<file path="src/rtl/rvc_fetch_expander.sv">
// rtl/rvc_fetch_expander.sv - fetch-side RVC realigner/expander with halfword buffer, PC tracking and output queue
//
// Purpose:
//   Accepts 32-bit fetch words and splits them into a 4-entry halfword buffer (HB).
//   Each cycle issues at most one instruction into an output FIFO:
//     - 16-bit encodings are expanded to RV32I.
//     - 32-bit encodings are reassembled, including ones that straddle two fetch words.
//   Every FIFO entry carries its PC, a compressed flag and an illegal flag.
//
// Ports:
//   clk, rst_n                       clock, asynchronous active-low reset
//   flush, flush_pc                  redirect: drop HB/FIFO contents, restart at flush_pc
//   in_valid, in_ready, in_data      fetch word stream ([15:0] = lower address halfword)
//   out_valid, out_ready             FIFO head handshake towards decode
//   out_instr, out_pc                32-bit instruction and its PC (zero when the FIFO is empty)
//   out_is_c, out_illegal            compressed-origin flag, unsupported/illegal RVC flag
//
// Configuration macro:
//   RVC_CTRL_EN   also expands the control-flow and stack-pointer RVC subset:
//                 C.J, C.JAL, C.BEQZ, C.BNEZ, C.MV, C.JR, C.JALR, C.EBREAK,
//                 C.LWSP, C.SWSP, C.ADDI16SP, C.ADDI4SPN.

module rvc_fetch_expander #(
    parameter int PC_W      = 32,
    parameter int OUT_DEPTH = 4
) (
    input  logic            clk,
    input  logic            rst_n,
    input  logic            flush,
    input  logic [PC_W-1:0] flush_pc,
    input  logic            in_valid,
    output logic            in_ready,
    input  logic [31:0]     in_data,
    output logic            out_valid,
    input  logic            out_ready,
    output logic [31:0]     out_instr,
    output logic [PC_W-1:0] out_pc,
    output logic            out_is_c,
    output logic            out_illegal
);

`ifdef RVC_CTRL_EN
    localparam bit CTRL_EN = 1'b1;
`else
    localparam bit CTRL_EN = 1'b0;
`endif

    localparam int PW = $clog2(OUT_DEPTH);
    localparam int CW = PW + 1;
    localparam logic [CW-1:0] DEPTH_C = CW'(OUT_DEPTH);

    // Returns {illegal, instr}. Illegal encodings hand back the raw halfword zero-extended.
    function automatic logic [32:0] rvc_expand(input logic [15:0] c);
        logic [31:0] ins;
        logic        ill;
        logic [4:0]  rd, rs2, rdp, rs1p;
        logic [11:0] joff;
        rd   = c[11:7];
        rs2  = c[6:2];
        rdp  = {2'b01, c[4:2]};
        rs1p = {2'b01, c[9:7]};
        joff = {c[12], c[8], c[10:9], c[6], c[7], c[2], c[11], c[5:3], 1'b0};
        ins  = '0;
        ill  = 1'b0;
        case (c[1:0])
            2'b00: begin
                case (c[15:13])
                    3'b000: begin // C.ADDI4SPN
                        ins = {2'b00, c[10:7], c[12:11], c[5], c[6], 2'b00, 5'd2, 3'b000, rdp, 7'h13};
                        ill = !CTRL_EN || (c[12:5] == 8'h00);
                    end
                    3'b010: ins = {5'b0, c[5], c[12:10], c[6], 2'b00, rs1p, 3'b010, rdp, 7'h03};
                    3'b110: ins = {5'b0, c[5], c[12], rdp, rs1p, 3'b010, c[11:10], c[6], 2'b00, 7'h23};
                    default: ill = 1'b1;
                endcase
            end
            2'b01: begin
                case (c[15:13])
                    3'b000: ins = {{6{c[12]}}, c[12], c[6:2], rd, 3'b000, rd, 7'h13};
                    3'b001: begin // C.JAL
                        ins = {joff[11], joff[10:1], joff[11], {8{joff[11]}}, 5'd1, 7'h6f};
                        ill = !CTRL_EN;
                    end
                    3'b010: ins = {{6{c[12]}}, c[12], c[6:2], 5'd0, 3'b000, rd, 7'h13};
                    3'b011: begin
                        if (rd == 5'd2) begin // C.ADDI16SP
                            ins = {{3{c[12]}}, c[4:3], c[5], c[2], c[6], 4'b0000, 5'd2, 3'b000, 5'd2, 7'h13};
                            ill = !CTRL_EN || ({c[12], c[6:2]} == 6'd0);
                        end else begin        // C.LUI
                            ins = {{14{c[12]}}, c[12], c[6:2], rd, 7'h37};
                            ill = (rd == 5'd0) || ({c[12], c[6:2]} == 6'd0);
                        end
                    end
                    3'b100: begin
                        case (c[11:10])
                            2'b00: begin
                                ins = {7'b0000000, c[6:2], rs1p, 3'b101, rs1p, 7'h13};
                                ill = c[12];
                            end
                            2'b01: begin
                                ins = {7'b0100000, c[6:2], rs1p, 3'b101, rs1p, 7'h13};
                                ill = c[12];
                            end
                            2'b10: ins = {{6{c[12]}}, c[12], c[6:2], rs1p, 3'b111, rs1p, 7'h13};
                            default: begin
                                // c[12]=1 selects RV64-only register ops
                                ill = c[12];
                                case (c[6:5])
                                    2'b00:   ins = {7'b0100000, rdp, rs1p, 3'b000, rs1p, 7'h33};
                                    2'b01:   ins = {7'b0000000, rdp, rs1p, 3'b100, rs1p, 7'h33};
                                    2'b10:   ins = {7'b0000000, rdp, rs1p, 3'b110, rs1p, 7'h33};
                                    default: ins = {7'b0000000, rdp, rs1p, 3'b111, rs1p, 7'h33};
                                endcase
                            end
                        endcase
                    end
                    3'b101: begin // C.J
                        ins = {joff[11], joff[10:1], joff[11], {8{joff[11]}}, 5'd0, 7'h6f};
                        ill = !CTRL_EN;
                    end
                    3'b110: begin // C.BEQZ
                        ins = {c[12], {3{c[12]}}, c[6:5], c[2], 5'd0, rs1p, 3'b000, c[11:10], c[4:3], c[12], 7'h63};
                        ill = !CTRL_EN;
                    end
                    default: begin // C.BNEZ
                        ins = {c[12], {3{c[12]}}, c[6:5], c[2], 5'd0, rs1p, 3'b001, c[11:10], c[4:3], c[12], 7'h63};
                        ill = !CTRL_EN;
                    end
                endcase
            end
            2'b10: begin
                case (c[15:13])
                    3'b000: begin
                        ins = {7'b0000000, c[6:2], rd, 3'b001, rd, 7'h13};
                        ill = c[12];
                    end
                    3'b010: begin // C.LWSP
                        ins = {4'b0000, c[3:2], c[12], c[6:4], 2'b00, 5'd2, 3'b010, rd, 7'h03};
                        ill = !CTRL_EN || (rd == 5'd0);
                    end
                    3'b100: begin
                        if (!c[12]) begin
                            if (rs2 == 5'd0) begin // C.JR
                                ins = {12'h000, rd, 3'b000, 5'd0, 7'h67};
                                ill = !CTRL_EN || (rd == 5'd0);
                            end else begin          // C.MV
                                ins = {7'b0000000, rs2, 5'd0, 3'b000, rd, 7'h33};
                                ill = !CTRL_EN;
                            end
                        end else if (rs2 == 5'd0) begin
                            if (rd == 5'd0) ins = 32'h0010_0073;                     // C.EBREAK
                            else            ins = {12'h000, rd, 3'b000, 5'd1, 7'h67}; // C.JALR
                            ill = !CTRL_EN;
                        end else begin              // C.ADD
                            ins = {7'b0000000, rs2, rd, 3'b000, rd, 7'h33};
                        end
                    end
                    3'b110: begin // C.SWSP
                        ins = {4'b0000, c[8:7], c[12], rs2, 5'd2, 3'b010, c[11:9], 2'b00, 7'h23};
                        ill = !CTRL_EN;
                    end
                    default: ill = 1'b1;
                endcase
            end
            default: ill = 1'b1;
        endcase
        if (c == 16'h0000) ill = 1'b1;
        if (ill) ins = {16'h0000, c};
        return {ill, ins};
    endfunction

    logic [3:0][15:0] hb, hb_s, hb_n;
    logic [2:0]       hb_cnt, cnt_pop, cnt_n;
    logic [PC_W-1:0]  head_pc;
    logic             drop_lo;

    logic [31:0]      fifo_instr [OUT_DEPTH];
    logic [PC_W-1:0]  fifo_pc    [OUT_DEPTH];
    logic             fifo_is_c  [OUT_DEPTH];
    logic             fifo_ill   [OUT_DEPTH];
    logic [PW-1:0]    wr_ptr, rd_ptr;
    logic [CW-1:0]    fifo_cnt;

    logic        accept, deq, fifo_room, is32, issue;
    logic [1:0]  pop;
    logic [32:0] exp_res;
    logic [31:0] iss_instr;
    logic        iss_ill;

    // in_ready is held low throughout reset, not just after it
    assign in_ready  = rst_n & (hb_cnt <= 3'd2) & ~flush;
    assign accept    = in_valid & in_ready;
    assign out_valid = (fifo_cnt != '0);
    assign deq       = out_valid & out_ready;
    // A full FIFO can still take an entry when the head leaves in the same cycle
    assign fifo_room = (fifo_cnt != DEPTH_C) | deq;
    assign is32      = (hb[0][1:0] == 2'b11);
    // A 32-bit instruction with only its low half buffered waits for the next word
    assign issue     = ~flush & fifo_room & (is32 ? (hb_cnt >= 3'd2) : (hb_cnt >= 3'd1));
    assign pop       = issue ? (is32 ? 2'd2 : 2'd1) : 2'd0;
    assign exp_res   = rvc_expand(hb[0]);
    assign iss_instr = is32 ? {hb[1], hb[0]} : exp_res[31:0];
    assign iss_ill   = ~is32 & exp_res[32];

    // Pop first, then append the accepted halfwords behind what remains
    always_comb begin
        hb_s    = hb >> {pop, 4'b0000};
        cnt_pop = hb_cnt - {1'b0, pop};
        hb_n    = hb_s;
        cnt_n   = cnt_pop;
        if (accept) begin
            for (int i = 0; i < 4; i++) begin
                if (drop_lo) begin
                    if (3'(i) == cnt_pop) hb_n[i] = in_data[31:16];
                end else begin
                    if (3'(i) == cnt_pop)        hb_n[i] = in_data[15:0];
                    if (3'(i) == cnt_pop + 3'd1) hb_n[i] = in_data[31:16];
                end
            end
            cnt_n = drop_lo ? cnt_pop + 3'd1 : cnt_pop + 3'd2;
        end
    end

    always_ff @(posedge clk or negedge rst_n) begin
        if (!rst_n) begin
            hb       <= '0;
            hb_cnt   <= '0;
            head_pc  <= '0;
            drop_lo  <= 1'b0;
            wr_ptr   <= '0;
            rd_ptr   <= '0;
            fifo_cnt <= '0;
        end else if (flush) begin
            hb_cnt   <= '0;
            head_pc  <= flush_pc & ~PC_W'(1);
            drop_lo  <= flush_pc[1];
            wr_ptr   <= '0;
            rd_ptr   <= '0;
            fifo_cnt <= '0;
        end else begin
            hb     <= hb_n;
            hb_cnt <= cnt_n;
            if (accept) drop_lo <= 1'b0;
            if (issue)  head_pc <= head_pc + (is32 ? PC_W'(4) : PC_W'(2));
            if (issue)  wr_ptr  <= wr_ptr + PW'(1);
            if (deq)    rd_ptr  <= rd_ptr + PW'(1);
            case ({issue, deq})
                2'b10:   fifo_cnt <= fifo_cnt + CW'(1);
                2'b01:   fifo_cnt <= fifo_cnt - CW'(1);
                default: fifo_cnt <= fifo_cnt;
            endcase
        end
    end

    // Entry storage needs no reset; visibility is governed by fifo_cnt
    always_ff @(posedge clk) begin
        if (issue) begin
            fifo_instr[wr_ptr] <= iss_instr;
            fifo_pc[wr_ptr]    <= head_pc;
            fifo_is_c[wr_ptr]  <= ~is32;
            fifo_ill[wr_ptr]   <= iss_ill;
        end
    end

    assign out_instr   = out_valid ? fifo_instr[rd_ptr] : '0;
    assign out_pc      = out_valid ? fifo_pc[rd_ptr]    : '0;
    assign out_is_c    = out_valid & fifo_is_c[rd_ptr];
    assign out_illegal = out_valid & fifo_ill[rd_ptr];

endmodule

</file>
<file path="config.mk">
export PLATFORM = sky130hd
export DESIGN_NAME = rvc_fetch_expander
export DESIGN_NICKNAME = d
export VERILOG_FILES = /design/src/rtl/rvc_fetch_expander.sv
export SDC_FILE = /design/constraint.sdc
export NUM_CORES = 1
export LEC_CHECK = 0
export CAP_MARGIN = 20
export CORE_AREA = 4 4 264 266
export CTS_BUF_LIST = sky130_fd_sc_hd__clkbuf_4 sky130_fd_sc_hd__clkbuf_8
export DETAILED_ROUTE_END_ITERATION = 16
export DIE_AREA = 0 0 268 270
export PLACE_DENSITY_LB_ADDON = 0.12
export SYNTH_ARGS = -nofsm -noshare
export SYNTH_HDL_FRONTEND = slang
export SYNTH_SLANG_ARGS = --single-unit
</file>
<file path="constraint.sdc">
create_clock -name clk -period 6.2 [get_ports clk]
set_input_delay 0.62 -clock clk [delete_from_list [all_inputs] [get_ports clk]]
set_output_delay 0.62 -clock clk [all_outputs]
set_load 0.1 [all_outputs]
</file>
* Word-level counts from Yosys, hierarchy flattened *
Memories as Yosys holds them, arrays and structs flattened.
Index checks and enable logic that the tools add are counted.

storage, ports and cells
  RAM bits = 264
  input port bits = 69
  memories = 4
  bits in registers = 107

cells by class
  reductions and logical operators = 18
  shift operators = 1
  eq/ne operators = 23
  $lt $le $gt $ge = 3
  bitwise gates (word level) = 12
  mux-type cells = 60
  $add $sub $neg = 8

memory list
  memory      depth  width  rd ports  clocked after memory_dff  wr ports  RTL line  text
  fifo_instr  4      32     1         0                         1         177       logic [31:0] fifo_instr [OUT_DEPTH];
  fifo_pc     4      32     1         0                         1         178       logic [PC_W-1:0] fifo_pc [OUT_DEPTH];
  fifo_ill    4      1      1         0                         1         180       logic fifo_ill [OUT_DEPTH];
  fifo_is_c   4      1      1         0                         1         179       logic fifo_is_c [OUT_DEPTH];

operators with widths
  cell                number
  $mux 16             16
  $mux 32             8
  $pmux 32 s7         1
  $pmux 32 s3         2
  $pmux 32 s4         1
  $pmux 31 s3         1
  $pmux 30 s3         1
  $mux 64             1
  $shr 64x6->64       1
  $add 32x3->32       1
  $mux 29             1
  $mux 25             1
  $mux 21             1
  $logic_not 16->1    1
  $mux 3              5
  $eq 2x3->1 const A  4
  $mux 2              6
  $mux 1              11
  $eq 2x2->1 const B  5
  $logic_not 5->1     2
  $and 1x1->1         9
  $eq 3x3->1 const B  3
  $logic_not 3->1     3
  $eq 2x1->1 const B  4
  other kinds (24)    36

* Logic depth before layout (Yosys ltp) *
Gate-level depths: netlist of run 1.

  word-level depth = 12
  depth in mapped cells = 16

* Worst setup path before layout of run 1 *
Ideal clock, no wire load.

  path kind = input port to flip-flop
  start = in out_ready
  end = reg hb[48] (netlist name)
  setup time = 0.067 ns
  cell stages on the path = 12
  path buffers = 3
  data arrival time = 3.657 ns
  path slack = 2.476 ns
  required time = 6.133 ns
  path through = or4b_4 > o211ai_1 > clkbuf_1 > nor2_1 > ha_1 > fa_1 > buf_2 > nor3_1 > buf_2 > a22oi_1 > o22ai_1 > a32o_1

between the ends
  longest elaborated chain between the ends = 11

ends and longest elaborated chain
  item                                              RTL line       text
  start: declaration                                35             input logic out_ready,
  $and 1x1->1 *                                     194            assign deq = out_valid & out_ready;
  $or 1x1->1 *                                      196            assign fifo_room = (fifo_cnt != DEPTH_C) | deq;
  $and 1x1->1 * (2 in series)                       199            assign issue = ~flush & fifo_room & (is32 ? (hb_cnt >= 3'd2) : (hb_cnt >= 3'd1));
  $mux 2 *                                          200            assign pop = issue ? (is32 ? 2'd2 : 2'd1) : 2'd0;
  $sub 3x2->3                                       208            cnt_pop = hb_cnt - {1'b0, pop};
  $add 3x1->3 / $eq 2x3->1 (equally long branches)  217, 214, 216
  $eq 2x3->1 / $mux 16 (equally long branches)      217, 216
  $mux 16                                           217            if (3'(i) == cnt_pop + 3'd1) hb_n[i] = in_data[31:16];
  $mux 16                                           213            if (drop_lo) begin
  $mux 64 *                                         211            if (accept) begin
  end signal: assignment                            241            hb <= hb_n;
  end: declaration                                  172            logic [3:0][15:0] hb, hb_s, hb_n;

Every way passes the cells marked *; elsewhere a longest branch is shown, timed or not.
A chain may end at the register's enable or synchronous reset.

* Worst setup path in the final report of run 1 *
  start = in out_ready
  end = reg hb[41] (netlist name)

Same word-level chain as after synthesis.

==> results.toml, run 1 <==
[floorplanning]
start_util = 0.2791
ios = 137
rows = 95
coreArea_sq_mm = 0.06704
die_area_sq_mm = 0.07236
dieWidth_um = 268
dieHeight_um = 270

[timing]
finalHoldViolations = 0
slew_violations = 0
post-route-period-util = 0.7268
rsz0062_at_grt = "no"
tightest_slew_ns = 1.154
finalCriticalPeriod_ns = 4.506
relSlewSlack = 0.2277
finalSetupTns_ns = 0
skew_ns = 0.04430
fmax_mhz = 221.9
setup_viol = 0

[job]
maxCapViolCount = 0

[critical_path]
required_ns = 6.78
worstPathMaxFanout = 29
critPathLaunchType = "input port"
r2r-end = "hb[41]"
critPathArrivalTime_ns = 5.09
cp-endpoint = "hb[41]"
worst-r2r-setup-slack_ns = 1.75
cp-startpoint = "out_ready"
r2r_start = "fifo_cnt[1]"
worst-setup-path-type = "in2reg"
reg2reg_depth = 12
end_kind = "register"

[power_and_ir_drop]
leakage_nw = 7.669
p_clk_frac = 0.193
p_int_mw = 6.620
p_per_area_mw_per_mm2 = 561.7
comb_power_share = 0.498
seqPwrFrac = 0.308
p_sw_frac = 0.4710
ir_drop_mv = 0.2642
p_switching_mw = 5.893

[synth]
synth_compound_area_frac = 0.1572
synthArstFlopShare = 0.2896
synth-xor-area-share = 0.01498
synthFlopType = "edfxtp_1"
avgSynthCellArea_sq_um = 11.70
synth-edff-count = 260
syn_inst = 1599
yosysMostFrequentCell = "edfxtp_1"
synth_top_family_by_area = "compound AO/OA/AOI/OAI gates"
synth-simple-area-share = 0.1303
syn-cell-area_sq_mm = 0.01871
synth_common_cells = "edfxtp_1, nand2_1, dfrtp_1"
synthMuxAreaShare = 0.09174
synth.largest_area_cell = "edfxtp_1"
yosysSeqAreaShare = 0.5590
synth_top_area_frac = 0.4172
ys_seq_elements = 366
yosysWarningCount = 0
synth_adder_area_share = 0.007890
synth_fp_nets = 1678
synth_area_leaders = "edfxtp_1, dfrtp_1, mux4_2, nand2_1, and2_1"
synth_cell_types = 88

[route]
first_pass_iters = 5
num_vias = 13910
first_iter_violations = 923
wl_per_cell_um = 22.94
route.detailed.drc = 0
ant_nets = 0
vias_per_cell = 5.296
wirelength_mm = 60.23

[clock_tree]
clk_latency_ns = 0.66
clkSinkCount = 366
cts.repair.resized = 0
htree_levels = 3
postCtsHoldBufs = 1
clkTransAtPathRegs_ns = 0.06
cts_max_path_buffers = 3
cts-root-buf = "clkbuf_8"
numCtsBuffers = 70
cts_tree = "built"
post-cts-setup-buffer-count = 0

[global_routing]
grt_pass1_vias = 13970
grt_start_max_net_pins = 69
track_usage = 0.1652
grt_antenna_before_repair = 1
grt_pass1_wl_mm = 91.46
grt_overflow = 0

[cells_and_area]
design_area_sq_mm = 0.02228
n_fill_cell = 6737
syn2layout_area_growth_pct = 19.04
final_nets = 1775
final_layout_size_suffix_gt1_frac = 0.1495

[placement]
place_congestion = 0.8490
dpl.hpwl_mm = 38.57
dpl_cell_area_sq_mm = 0.02079
port-buffer-count = 134

[status]
status = "complete, no violations"

[hold_path]
worstHoldPathType = "in2async"
[worst min-delay path by stage]
stage | from | to | slack [ns]
6_report | rst_n | head_pc[16] | 0.40
3_5_place_dp | hb[22] | hb[22] | 0.50
5_1_grt | rst_n | head_pc[16] | 0.39
4_1_cts | rst_n | head_pc[16] | 0.36
3_3_place_gp | hb[22] | hb[22] | 0.51
2_1_floorplan | rst_n | drop_lo | 0.32
[power groups by stage]
stage	clock network (mW)	registers, mW	logic, mW
floorplan	0	3.54	4.82
global placement	0	3.91	6.21
detailed placement	0	3.92	6.25
CTS	2.51	3.87	6.27
global route	2.63	3.93	6.69
finish	2.42	3.86	6.24
[stage by stage]
step / cells / hold slack [ns] / power (mW) / util / worst slack, ns
6_report: 2626 / 0.4046 / 12.51 / 0.3323 / 1.694
5_1_grt: 2626 / 0.3883 / 13.25 / 0.3323 / 1.441
4_1_cts: 2622 / 0.3573 / 12.65 / 0.3313 / 1.583
3_5_place_dp: 2493 / 0.5029 / 10.17 / 0.3101 / 1.078
3_3_place_gp: 2493 / 0.5081 / 10.12 / 0.3101 / 1.132
2_1_floorplan: 1599 / 0.3244 / 8.365 / - / 2.476
[kinds of logic (layout without fill, tap and decap cells)]
| kind of cell | Yosys count | count (layout) |
|---|---|---|
| buffers and inverters | 169 | 322 |
| muxes | 89 | 89 |
| AOI/OAI and AO/OA | 428 | 428 |
| xor gates and xnor gates | 32 | 32 |
| adders and majority gates | 10 | 10 |
| other | 1 | 2 |
| DFF | 366 | 366 |
| and+or+nand+nor | 504 | 504 |
[layout make-up]
cell class,instances,area [sq um],area share
Antenna cell,1,2.502,0.0001123
Sequential cell,366,10470,0.4698
Clock buffer,101,1221,0.05482
Inverter,19,71.32,0.003202
Timing Repair Buffer,175,1684,0.07560
Clock inverter,27,191.4,0.008594
Multi-Input combinational cell,1064,7547,0.3388
Tap cell,873,1092,0.04903
[worst max-delay path, stage by stage]
cell             delay (ns)
clkdlybuf4s50_1        0.53
or4b_4                 0.57
o211ai_1               0.12
buf_4                  0.37
nor2_1                 0.08
ha_1                   0.21
fa_1                   0.70
nor2b_1                0.26
and2_1                 0.67
buf_4                  0.44
a221oi_1               0.15
nor3_1                 0.21
a221o_1                0.14
[sequential cells by signal (all words and copies together) (netlist names), 3 cells and up]
name / count
fifo_cnt: 3
fifo_ill: 4
fifo_instr: 128
fifo_is_c: 4
fifo_pc: 124
hb: 64
hb_cnt: 3
head_pc: 31
[layer usage]
layer / up-vias / track usage / share of wire / wire length (um)
li1: 6303 / - / - / -
met1: 7067 / 0.2220 / 0.44 / 26280
met2: 430 / 0.2738 / 0.49 / 29560
met3: 107 / 0.02651 / 0.044 / 2642
met4: 0 / 0.05227 / 0.029 / 1746
met5: - / 0 / 0 / 0
[cells in the final DEF (no fill, tap or decap), drive strengths merged, types with 13 or more instances in the layout]
master and count:
clkinv 21, edfxtp 260, and3 13, xor2 16
and2 78, nand2 199, dfrtp 106, a22oi 19
a31oi 26, clkdlybuf4s50 132, nand4 16, o21ai 100
mux4 65, a22o 18, buf 42, a21oi 89
nand3 32, xnor2 16, nor3 32, a211o 17
clkbuf 101, nor2 87, o22ai 20, a221o 17
a32o 16, a221oi 35, inv 22, mux2i 20
Power figures use the tool's default switching activity.
==> run 2: changes to the inputs <==
Clock period 6.2 ns to 4.05 ns, I/O delays scaled along.
==> results.toml, run 2 (same netlist as run 1, synthesis figures left out) <==
[status]
status = "complete, no violations"

[cells_and_area]
final_nets = 1803
top_register = "fifo_instr"
final_layout_size_suffix_gt1_frac = 0.2002
reg.largest.list = "fifo_instr (128), fifo_pc (124), hb (64)"
final_common_cell = "edfxtp_1"
largest_reg_flops = 128
most-common-layout-cells = "edfxtp_1, nand2_1, buf_4"
syn2layout_area_growth_pct = 19.48
design_area_sq_mm = 0.02236

[critical_path]
crit_chain = "or4b_4 -> o211ai_1 -> nor2_1 -> ha_1 -> fa_1 -> buf_4 -> nor2b_1 -> and2_1 -> buf_12 -> a221oi_1 -> nor3_1 -> a221o_1"
r2r_start = "fifo_cnt[0]"
cpPeakStageDelay_ns = 0.56
cp_num_buf_inv = 2
reg2reg_depth = 12
critPathArrivalTime_ns = 3.92
end_kind = "register"
cp_slowest_cell = "or4b_4"
crit_cells = 12
critical_path.top_delay_family = "simple AND/OR/NAND/NOR gates"
critPathLaunchType = "register"
worst-r2r-setup-slack_ns = 0.65
worstPathMaxFanout = 48
worst-setup-path-type = "reg2reg"
cp-startpoint = "fifo_cnt[0]"
required_ns = 4.58

[timing]
finalHoldViolations = 0
fmax_mhz = 294.3
skew_ns = 0.04312
rsz0062_at_grt = "no"
relSlewSlack = 0.4123
tightest_slew_ns = 0.8815
setup_viol = 0
finalCriticalPeriod_ns = 3.398
whs_ns = 0.1614
post-route-period-util = 0.8390
slew_violations = 0

[clock_tree]
postCtsHoldBufs = 1
htree_levels = 3
clk_latency_ns = 0.67
cts_tree = "built"
cts.repair.resized = 0
cts_max_path_buffers = 3
clkTransAtPathRegs_ns = 0.06
clkSinkCount = 366
post-cts-setup-buffer-count = 0
numCtsBuffers = 69
cts-root-buf = "clkbuf_8"

[power_and_ir_drop]
p_total_mw = 19.22
leakage_nw = 7.924
ir_drop_mv = 0.3923
comb_power_share = 0.513
seqPwrFrac = 0.299
p_switching_mw = 9.067
p_sw_frac = 0.4717
p_per_area_mw_per_mm2 = 859.7
p_int_mw = 10.16
p_clk_frac = 0.188

[route]
route.detailed.drc = 0
num_vias = 13850
vias_per_cell = 5.221
ant_nets = 0
first_pass_iters = 5
wirelength_mm = 60.74
wl_per_cell_um = 22.90
first_iter_violations = 966

[floorplanning]
rows = 95
ios = 137
dieHeight_um = 270
dieWidth_um = 268
die_area_sq_mm = 0.07236
start_util = 0.2791
coreArea_sq_mm = 0.06704

[placement]
place_congestion = 0.8516
dpl_cell_area_sq_mm = 0.02096
dpl.hpwl_mm = 40.33
port-buffer-count = 134

[global_routing]
grt_pass1_vias = 14380
grt_overflow = 0
grt_pass1_wl_mm = 92.35
track_usage = 0.1668
grt_antenna_before_repair = 1
grt_start_max_net_pins = 82

[job]
maxCapViolCount = 0

[hold_path]
worstHoldPathType = "in2async"
==> run 2: layout make-up <==
type / instances / area, sq um
clock inverter: 29 / 197.7
clock buffer: 96 / 1177
tap: 873 / 1092
multi-input combinational: 1064 / 7541
antenna: 1 / 2.502
inverter: 19 / 71.32
fill: 6815 / 44680
timing repair buffer: 204 / 1810
sequential: 366 / 10470
==> run 2: stage by stage <==
step	utilization	worst slack, ns	TNS (ns)	instances
finish	0.3335	0.6522	0	2652
global placement	0.3127	-0.05580	-0.4579	2524
global route	0.3335	0.4039	0	2652
detailed placement	0.3127	-0.04636	-0.2827	2524
CTS	0.3333	0.4236	0	2650
floorplan	-	0.4873	0	1599
==> run 2: path summary, 6_finish.rpt <==
path | end
hold reg to reg | hb[20]
setup reg to reg | hb[44]
min in group clk | head_pc[27]
hold / removal | head_pc[29]
setup / recovery | hb[44]
max in group asynchronous | drop_lo
==> run 2: power groups by stage <==
stage	sequential [mW]	clock, mW	combinational (mW)
final	5.76	3.60	9.86
after global routing	5.85	3.90	10.6
after CTS	5.78	3.73	9.94
after detailed placement	5.85	0	9.91
after global placement	5.83	0	9.87
after floorplan	5.42	0	7.38
==> run 2: per-layer routing <==
metal  track usage  part of all wire  vias up
met5             0                 0        -
met2        0.2837              0.49      393
met3       0.02678             0.039      114
met1        0.2170              0.44     6989
li1              -                 -     6351
met4       0.05490             0.031        0
==> run 3: changes to the inputs <==
Clock period 4.05 ns to 3.34 ns, I/O delays scaled along.
==> results.toml, run 3 (same netlist as run 1, synthesis figures left out) <==
[status]
status = "complete, no violations"

[floorplanning]
dieHeight_um = 270
start_util = 0.2791
die_area_sq_mm = 0.07236
ios = 137
rows = 95
dieWidth_um = 268
coreArea_sq_mm = 0.06704

[global_routing]
grt_overflow = 0
grt_pass1_wl_mm = 88.88
grt_start_max_net_pins = 66
track_usage = 0.1586
grt_antenna_before_repair = 1
grt_pass1_vias = 14020

[timing]
slew_violations = 0
finalSetupTns_ns = 0
skew_ns = 0.03740
post-route-period-util = 0.9852
relSlewSlack = 0.3736
fmax_mhz = 303.9
setup_viol = 0
finalHoldViolations = 0
tightest_slew_ns = 0.9386
finalCriticalPeriod_ns = 3.291
rsz0062_at_grt = "yes"

[cells_and_area]
syn2layout_area_growth_pct = 23.01
instances_no_fill = 2689
final_common_cell = "edfxtp_1"
final_nets = 1834
final_layout_size_suffix_gt1_frac = 0.2333
design_area_sq_mm = 0.02302
most-common-layout-cells = "edfxtp_1, nand2_1, buf_4"
reg.largest.list = "fifo_instr (128), fifo_pc (124), hb (64)"
top_register = "fifo_instr"
largest_reg_flops = 128

[critical_path]
required_ns = 3.85
end_kind = "register"
worst-setup-path-type = "reg2reg"
critPathArrivalTime_ns = 3.80
critPathLaunchType = "register"
worstPathMaxFanout = 19
worst-r2r-setup-slack_ns = 0.05

[power_and_ir_drop]
ir_drop_mv = 0.4720
leakage_nw = 8.211
comb_power_share = 0.534
p_switching_mw = 11.07
p_per_area_mw_per_mm2 = 1045
p_clk_frac = 0.183
p_sw_frac = 0.4599
p_int_mw = 13.00
seqPwrFrac = 0.283

[placement]
place_congestion = 0.8795
place.detailed.instances = 2548
dpl.hpwl_mm = 37.78
port-buffer-count = 134
dpl_cell_area_sq_mm = 0.02130

[clock_tree]
htree_levels = 3
cts-root-buf = "clkbuf_8"
numCtsBuffers = 70
cts_tree = "built"
cts_max_path_buffers = 3
clk_latency_ns = 0.65
clkTransAtPathRegs_ns = 0.07
clkSinkCount = 366

[hold_path]
worstHoldPathType = "in2async"

[route]
route.detailed.drc = 0
num_vias = 13880
first_iter_violations = 1121
wl_per_cell_um = 21.78
first_pass_iters = 5
ant_nets = 0
wirelength_mm = 58.57
vias_per_cell = 5.160

[job]
maxCapViolCount = 0
[run 3: changes by cell type in the layout (fill, tap and decap cells not counted), sizes merged]
| cell | before | now |
|---|---|---|
| diode | 1 | 3 |
| inv | 22 | 21 |
| clkbuf | 96 | 111 |
| buf | 138 | 165 |
| clkinvlp | 0 | 1 |
| clkinv | 26 | 19 |
[run 3: critical path, stage by stage (launching register included)]
cell and delay [ns]:
dfrtp_1 0.39, or4b_4 0.56, o211ai_1 0.16, nor2_1 0.10
ha_2 0.19, fa_2 0.45, xnor2_4 0.18, buf_4 0.16
and2_4 0.17, clkbuf_16 0.20, a221oi_2 0.28, nor3_1 0.08
a221o_1 0.26
[run 3: final cells by class]
| type | instances | area (sq um) |
|---|---|---|
| antenna | 3 | 7.507 |
| clock buffer | 108 | 1274 |
| clock inverter | 22 | 122.6 |
| fill | 6717 | 44020 |
| inverter | 19 | 71.32 |
| multi-input combinational | 1064 | 7774 |
| sequential | 366 | 10470 |
| tap | 873 | 1092 |
| timing repair buffer | 234 | 2212 |
[run 3: stage by stage]
step                total power [mW]  hold WS [ns]  utilization  setup slack, ns
floorplan                      15.63       0.03841            -         -0.03593
global placement               19.36        0.3079       0.3176          -0.7263
detailed placement             19.45        0.3033       0.3177          -0.7221
CTS                            23.96        0.1188       0.3388          0.01947
global route                   25.49        0.1667       0.3433         -0.07781
finish                         24.06        0.1820       0.3434          0.04931
[run 3: final timing paths]
kind	endpoint	start	cells after the start
worst max-delay path	hb[34]	fifo_cnt[1]	12
worst max register to register	hb[34]	fifo_cnt[1]	12
max in group asynchronous	hb[36]	rst_n	3
worst min register to register	hb[20]	hb[20]	1
min in group clk	head_pc[23]	flush_pc[23]	3
worst min-delay path	head_pc[19]	rst_n	2
[run 3: metal layers]
| metal | up-vias | routed length [um] | share of wire | GRT usage |
|---|---|---|---|---|
| met3 | 76 | 2879 | 0.049 | 0.02742 |
| li1 | 6428 | - | - | - |
| met2 | 408 | 26950 | 0.46 | 0.2432 |
| met1 | 6964 | 27560 | 0.47 | 0.2300 |
| met4 | 0 | 1178 | 0.020 | 0.04702 |
| met5 | - | 0 | 0 | 0 |
[run 3: timing repair]
item,4_1_cts,5_1_grt
cloned,0,3
hold endpoints to repair,22,0
buffers inserted,0,4
pin swaps,2,9
endpoints found under the setup margin,16,43
hold buffers,1,0
resized for setup,1,49
[run 3: power by group through the flow]
stage / combinational [mW] / sequential (mW) / clock [mW]
after floorplan: 9.06 / 6.56 / 0
after global placement: 12.5 / 6.86 / 0
after detailed placement: 12.6 / 6.89 / 0
after CTS: 12.6 / 6.81 / 4.57
after global routing: 13.8 / 6.91 / 4.80
final: 12.9 / 6.80 / 4.40
